**src/rtl/seg_scan_driver.sv**
```systemverilog
// seg_scan_driver: drives a 4-digit multiplexed seven-segment display from
// an upstream 2-bit scan phase. Display data is written through a one-deep
// shadow register (ready/valid) and committed only on a phase wrap (3 -> 0),
// so a frame never mixes old and new digits.
//
// Optional feature: define SEG_DEADTIME_EN to blank the anodes for
// DEAD_CYCLES cycles after every phase change (anti-ghosting).
//
// Parameters:
//   ACTIVE_LOW   1 -> an/seg asserted = 0
//   DEAD_CYCLES  anode-off cycles after a phase change (1..15, SEG_DEADTIME_EN only)
// Ports:
//   clk, rst            clock, synchronous active-high reset
//   phase[1:0]          digit index from the scan counter
//   wr_en, wr_data      write request and four BCD nibbles (digit 0 = [3:0])
//   wr_ready            shadow empty
//   blank_lz            leading-zero blanking enable
//   an[3:0], seg[6:0]   registered anode / segment drives (seg[0] = a)
//   frame_done          one-cycle pulse after each phase wrap
module seg_scan_driver #(
  parameter bit          ACTIVE_LOW  = 1'b1,
  parameter int unsigned DEAD_CYCLES = 2
) (
  input  logic        clk,
  input  logic        rst,
  input  logic [1:0]  phase,
  input  logic        wr_en,
  input  logic [15:0] wr_data,
  output logic        wr_ready,
  input  logic        blank_lz,
  output logic [3:0]  an,
  output logic [6:0]  seg,
  output logic        frame_done
);

  logic [15:0] shadow_q, shadow_d;
  logic [15:0] active_q, active_d;
  logic        pending_q, pending_d;
  logic [1:0]  phase_q;
  logic        wrap;
  logic [15:0] digits_hi;
  logic [3:0]  nibble;
  logic        blank;
  logic [3:0]  an_d;
  logic [6:0]  seg_d;

  // Active-high segment pattern, bit 0 = a ... bit 6 = g. 10..15 show "-".
  function automatic logic [6:0] decode(input logic [3:0] d);
    logic [6:0] p;
    unique case (d)
      4'd0:    p = 7'h3F;
      4'd1:    p = 7'h06;
      4'd2:    p = 7'h5B;
      4'd3:    p = 7'h4F;
      4'd4:    p = 7'h66;
      4'd5:    p = 7'h6D;
      4'd6:    p = 7'h7D;
      4'd7:    p = 7'h07;
      4'd8:    p = 7'h7F;
      4'd9:    p = 7'h6F;
      default: p = 7'h40;
    endcase
    return p;
  endfunction

  assign wr_ready = !pending_q;
  assign wrap     = (phase_q == 2'd3) && (phase == 2'd0);

  always_comb begin
    shadow_d  = shadow_q;
    active_d  = active_q;
    pending_d = pending_q;
    if (wrap && pending_q) begin
      active_d  = shadow_q;
      pending_d = 1'b0;
    end else if (wr_en && !pending_q) begin
      shadow_d  = wr_data;
      pending_d = 1'b1;
    end

    // Outputs use active_d so the first digit of a freshly committed frame is new.
    digits_hi = active_d >> {phase, 2'b00};
    nibble    = digits_hi[3:0];
    blank     = blank_lz && (phase != 2'd0) && (digits_hi == 16'h0000);
    seg_d     = blank ? 7'h00 : decode(nibble);
    an_d      = 4'b0001 << phase;
  end

`ifdef SEG_DEADTIME_EN
  logic [3:0] dead_q, dead_d;
  logic [3:0] an_gated;

  always_comb begin
    dead_d = dead_q;
    if (phase != phase_q) begin
      dead_d = 4'(DEAD_CYCLES);
    end else if (dead_q != 4'd0) begin
      dead_d = dead_q - 4'd1;
    end
    // With no change this cycle phase == phase_q, so an_d is onehot(phase_q).
    an_gated = (dead_d != 4'd0) ? 4'b0000 : an_d;
  end
`endif

  always_ff @(posedge clk) begin
    if (rst) begin
      shadow_q   <= 16'h0000;
      active_q   <= 16'h0000;
      pending_q  <= 1'b0;
      phase_q    <= 2'd0;
      an         <= ACTIVE_LOW ? 4'hF : 4'h0;
      seg        <= ACTIVE_LOW ? 7'h7F : 7'h00;
      frame_done <= 1'b0;
`ifdef SEG_DEADTIME_EN
      dead_q     <= 4'd0;
`endif
    end else begin
      shadow_q   <= shadow_d;
      active_q   <= active_d;
      pending_q  <= pending_d;
      phase_q    <= phase;
      seg        <= ACTIVE_LOW ? ~seg_d : seg_d;
      frame_done <= wrap;
`ifdef SEG_DEADTIME_EN
      dead_q     <= dead_d;
      an         <= ACTIVE_LOW ? ~an_gated : an_gated;
`else
      an         <= ACTIVE_LOW ? ~an_d : an_d;
`endif
    end
  end

endmodule

```
**config.mk**
```make
export PLATFORM = sky130hd
export DESIGN_NAME = seg_scan_driver
export DESIGN_NICKNAME = d
export VERILOG_FILES = /design/src/rtl/seg_scan_driver.sv
export SDC_FILE = /design/constraint.sdc
export NUM_CORES = 1
export LEC_CHECK = 0
export ABC_CLOCK_PERIOD_IN_PS = 2750
export CORE_UTILIZATION = 51
export DETAILED_ROUTE_END_ITERATION = 7
export GPL_ROUTABILITY_DRIVEN = 0
export PLACE_DENSITY = 0.76
export SYNTH_ARGS = -nofsm -noshare
export SYNTH_HDL_FRONTEND = slang
export SYNTH_SLANG_ARGS = --single-unit
```
**constraint.sdc**
```tcl
create_clock -name clk -period 2.75 [get_ports clk]
set_input_delay 0.825 -clock clk [delete_from_list [all_inputs] [get_ports clk]]
set_output_delay 0.825 -clock clk [all_outputs]
set_load 0.05 [all_outputs]
```
==> flow_metrics.tcl, run 1 <==
set metrics [dict create \
    clk-insertion-delay-late_ns 0.30 \
    vias 1711 \
    root_buffer "clkbuf_8" \
    report.final.hold_viol_count 0 \
    start_util_pct 53.6 \
    syn2layout_area_growth_pct 29.6 \
    ys_seq_area_share_pct 47.6 \
    ios 35 \
    grt_pass1_vias 1624 \
    clock_path_buffers 2 \
    grt_pass1_wl_um 7120 \
    drv_cap 0 \
    postSynthNetCount 262 \
    postRouteAntennaNets 0 \
    diodes 0 \
    synth.most_common_cell "nand2_1" \
    cts_tree "built" \
    total_power_mw 1.37 \
    status "finished clean" \
    initialDrtViolationCount 87 \
    hpwl_um 2870 \
    post-place-ws_ns -0.418 \
    skew_ns 0.0109 \
    grt_util_all_layers_pct 22.0 \
    portBuffers 34 \
    final_core_util_pct 69.4 \
    fp.dieW_um 64.2 \
    cp_max_fo 10 \
    cts_hold_buf 0 \
    clock-sinks 47 \
    num_rows 22 \
    timing.final.crit_share_pct 93.1 \
    yosys-top-cells-area "dfxtp_1 (48%), nand2_1 (13%), a21oi_1 (9.9%)" \
    fillers 341 \
    post_synth.cell_area_avg_um2 8.41 \
    die_h_um 64.2 \
    numCtsBuffers 5 \
    synth-edff-count 0 \
    grt_setup_unrepaired "false" \
    grt-ovfl-total 0 \
    wl_um 3880 \
    grt_max_degree 23 \
    max_slew_margin_pct 56.8 \
    synthDistinctLibCells 35 \
    clk_pin_slew_ns 0.08 \
    ys_seq_elements 47 \
    htreeDepth 2 \
    p_leak_nw 0.995 \
    powerDensity_nw_per_um2 535 \
    ys_async_sr_fraction_pct 0 \
    antenna_found_initial 0 \
    cp_data_required_time_ns 2.93 \
    die_area_um2 4130 \
    vias_per_cell 5.23 \
    final_max_slew_viol_count 0 \
    synth_largest_area_cell "dfxtp_1" \
    firstDrtPassIters 4 \
    synth_top_flop_cell "dfxtp_1" \
    period_minus_slack_ns 2.56 \
    path_class "primary input to register" \
    arrival_ns 2.74 \
    endpoint_kind "register" \
    startpoint_type "primary input" \
    drc 0 \
    ir_worst_vdd_uv 303 \
    yosysTopAreaCellShare_pct 47.6 \
    worst_slew_pin_slew_ns 0.640 \
    synth_area_um2 1980 \
    ys_warn_count 0 \
    hold_path.class "register to register" \
    wl_per_cell_um 11.9 \
    synth_commonest_cells "nand2_1 (70), dfxtp_1 (47), a21oi_1 (39)" \
    timing.fmax_mhz 391 \
    drive_gt1_share_pct 13.3 \
    netlist_instances 235 \
    core-area_um2 3690 \
    setup_slack_ns 0.190 \
    setup_violations 0 \
    fin_nets 305 \
]
==> registers in the layout, indices dropped and copies added (netlist names) <==
name        flops
phase_q         2
an              4
shadow_q       16
pending_q       1
active_q       16
frame_done      1
seg             7
==> what timing repair did <==
item,CTS,global route
setup buffers,0,0
gates resized for setup,1,3
setup endpoints to repair,7,7
pin swaps,0,1
==> per-stage QoR <==
stage | instances | TNS (ns) | area (um2) | hold slack (ns)
finish | 327 | 0 | 2560 | 0.453
global route | 327 | 0 | 2560 | 0.480
CTS | 327 | 0 | 2540 | 0.456
detailed placement | 319 | -2.71 | 2440 | 0.443
global placement | 319 | -2.29 | 2440 | 0.440
floorplan | 235 | 0 | 1980 | 0.432
==> layer usage <==
metal	global-route usage, %	share of wire [%]	wire (um)
met3	5.54	3.9	150
met5	0	0	0
met1	26.8	46	1790
met2	37.2	49	1890
met4	7.50	1.4	53
==> cells in the final DEF, fill, tap and decap left out, types with 3 or more instances in the layout <==
master and count:
a21oi_1 38, and3_1 3, buf_4 17, clkbuf_8 6
clkdlybuf4s50_1 33, dfxtp_1 47, ha_1 5, inv_1 4
mux2i_1 5, nand2_1 70, nor2_1 4, nor3_1 4
nor4_1 5, o21ai_0 4, o31ai_1 4, or3_1 3
==> path summary, 6_finish.rpt <==
check                     from           end  slack (ns)  cells past startpoint
setup / recovery      phase[1]        seg[3]        0.19                      9
hold / removal    shadow_q[14]  active_q[14]        0.45                      2
setup reg to reg     pending_q        seg[0]        0.42                      7
hold reg to reg   shadow_q[14]  active_q[14]        0.45                      2
==> where the power goes <==
part | switching, mW | total, mW | internal [mW]
combinational | 0.119 | 0.211 | 0.0923
clock | 0.232 | 0.437 | 0.205
sequential | 0.0150 | 0.723 | 0.708
==> cell families after synthesis <==
logic type	after synthesis	share of synthesized area, %
buf+inv	19	4.12
flops	47	47.6
mux	9	5.57
simple gates	100	23.9
fa+ha+maj	5	3.17
compound gates	55	15.6
==> area by class of cell <==
cell class                 count  area [um2]  area share [%]
clock buffer                   6        82.6            3.22
clock inverter                 2        16.3           0.635
inverter                       4        15.0           0.586
multi-input combinational    169         976            38.1
sequential                    47         941            36.7
tap                           48        60.1            2.34
timing repair buffer          51         470            18.4
==> critical path, cell delays in order <==
cell and delay, ns:
clkdlybuf4s50_1 0.46, buf_4 0.17, mux2i_1 0.20, a21oi_1 0.09, a211o_1 0.29, buf_4 0.15
ha_1 0.28, nor3_1 0.19, o31ai_1 0.09
Power figures use the tool's default switching activity.
==> run 2: changes to the inputs <==
Settings changed: ABC_AREA set to 0, CORE_ASPECT_RATIO set to 1.2.
==> flow_metrics.tcl, run 2 (synthesis gave the netlist of run 1 again) <==
set metrics [dict create \
    dp.cells 326 \
    drive_gt1_share_pct 13.8 \
    grt-ovfl-total 0 \
    reg2reg_depth 7 \
    timing.final.crit_share_pct 95.1 \
    fillers 321 \
    total_power_mw 1.37 \
    drc 0 \
    report.final.hold_viol_count 0 \
    r2r_slack_ns 0.44 \
    htreeDepth 2 \
    final_cell_mix "nand2_1 (70), dfxtp_1 (47), a21oi_1 (39), clkdlybuf4s50_1 (34), buf_4 (20)" \
    p_leak_nw 1.00 \
    path_class "primary input to register" \
    crit_path_frequent_cell "buf_4" \
    cts_tree "built" \
    syn2layout_area_growth_pct 30.8 \
    root_buffer "clkbuf_8" \
    hpwl_um 2950 \
    drv_cap 0 \
    cp_data_required_time_ns 2.93 \
    grt_pass1_vias 1669 \
    hp-start "active_q[1]" \
    fin_nets 308 \
    start_util_pct 53.9 \
    reg2reg_to "seg[0]" \
    power.internal_mw 1.01 \
    timing.critical_path.cells "clkdlybuf4s50_1 > buf_4 > mux2i_1 > a21oi_1 > a211o_1 > buf_4 > ha_1 > nor3_2 > o31ai_1" \
    fp.dieW_um 58.8 \
    core-area_um2 3660 \
    grt_setup_unrepaired "false" \
    holdPathStages 2 \
    clock-sinks 47 \
    status "finished clean" \
    ir_worst_vdd_uv 400 \
    clk-insertion-delay-late_ns 0.30 \
    period_minus_slack_ns 2.62 \
    startpoint_type "primary input" \
    antenna_found_initial 0 \
    firstDrtPassIters 4 \
    grt_util_all_layers_pct 22.1 \
    die_area_um2 4130 \
    p_seq_share_pct 52.8 \
    arrival_ns 2.79 \
    max_slew_margin_pct 57.3 \
    timing.fmax_mhz 382 \
    numCtsBuffers 5 \
    clkPwrFrac_pct 31.5 \
    critPathMaxStageDelay_ns 0.45 \
    initialDrtViolationCount 64 \
    fin_cells 334 \
    slowest_stage "clkdlybuf4s50_1" \
    grt_pass1_wl_um 7070 \
    final_core_util_pct 70.5 \
    die_h_um 70.2 \
    wl_um 4070 \
    powerDensity_nw_per_um2 531 \
    ios 35 \
    endpoint_kind "register" \
    hold_path.class "register to register" \
    combinationalPowerShare_pct 15.7 \
    switchingPower_mw 0.362 \
    whs_ns 0.458 \
    vias 1751 \
    vias_per_cell 5.24 \
    diodes 0 \
    top_regs "active_q (16), shadow_q (16), seg (7)" \
    setup_violations 0 \
    num_rows 24 \
    fin_tns_setup_ns 0 \
    min_to "active_q[1]" \
    clk_pin_slew_ns 0.08 \
    cp_max_fo 9 \
    grt_max_degree 18 \
    wl_per_cell_um 12.2 \
    final_max_slew_viol_count 0 \
    final_common_cell "nand2_1" \
    portBuffers 34 \
    multi_input_area_um2 977 \
    clock_path_buffers 2 \
    regArea_um2 941 \
    reg2reg_from "pending_q" \
    swShare_pct 26.4 \
    skew_ns 0.00581 \
    postRouteAntennaNets 0 \
    worst_slew_pin_slew_ns 0.632 \
]
## run 2: how the worst max path moves through the flow
stage / to / slack (ns) / cells after the start / start
global route: seg[6] / 0.005 / 10 / phase[1]
finish: seg[3] / 0.13 / 9 / phase[1]
CTS: seg[6] / 0.11 / 10 / phase[1]
floorplan: seg[1] / 0.19 / 8 / phase[1]
global placement: seg[6] / -0.28 / 10 / phase[0]
detailed placement: seg[6] / -0.38 / 10 / phase[0]
## run 2: layout make-up
type                    count  share of cell area [%]
well taps                  52                    2.52
multi-input cells         169                    37.8
repair buffers             54                    19.0
clock inverters             1                   0.339
flip-flops and latches     47                    36.4
inverters                   4                   0.581
clock buffers               7                    3.34
## run 2: metrics by stage
step	worst slack (ns)	area [um2]
floorplan	0.190	1980
global placement	-0.276	2460
detailed placement	-0.377	2460
CTS	0.110	2570
global route	0.00480	2580
finish	0.134	2580
## run 2: routing by layer
layer,GRT usage [%],share of wire (%),vias up
met5,0,0,-
met2,38.6,52,43
met4,7.94,0.89,0
met1,26.4,43,812
met3,3.89,4.2,4
li1,-,-,892
## run 2: repair_timing
item,4_1_cts,5_1_grt
resized for setup,1,2
hold buffers,0,0
gates cloned,0,0
pin swaps,0,1
setup endpoints to repair,7,5
buffers inserted,0,0
## run 2: power by group through the flow
stage / combinational, mW / clock [mW] / sequential [mW]
final: 0.216 / 0.432 / 0.724
after global routing: 0.236 / 0.475 / 0.727
after CTS: 0.214 / 0.438 / 0.724
after detailed placement: 0.212 / 0 / 0.740
after global placement: 0.209 / 0 / 0.739
after floorplan: 0.0838 / 0 / 0.780
## run 2: critical path: cells and delay by family
family / cells / cell delay (ns)
AO/OA/AOI/OAI: 3 / 0.47
adder cells (fa/ha/maj): 1 / 0.29
buffers and inverters: 3 / 0.78
multiplexers: 1 / 0.23
AND/OR/NAND/NOR: 1 / 0.19
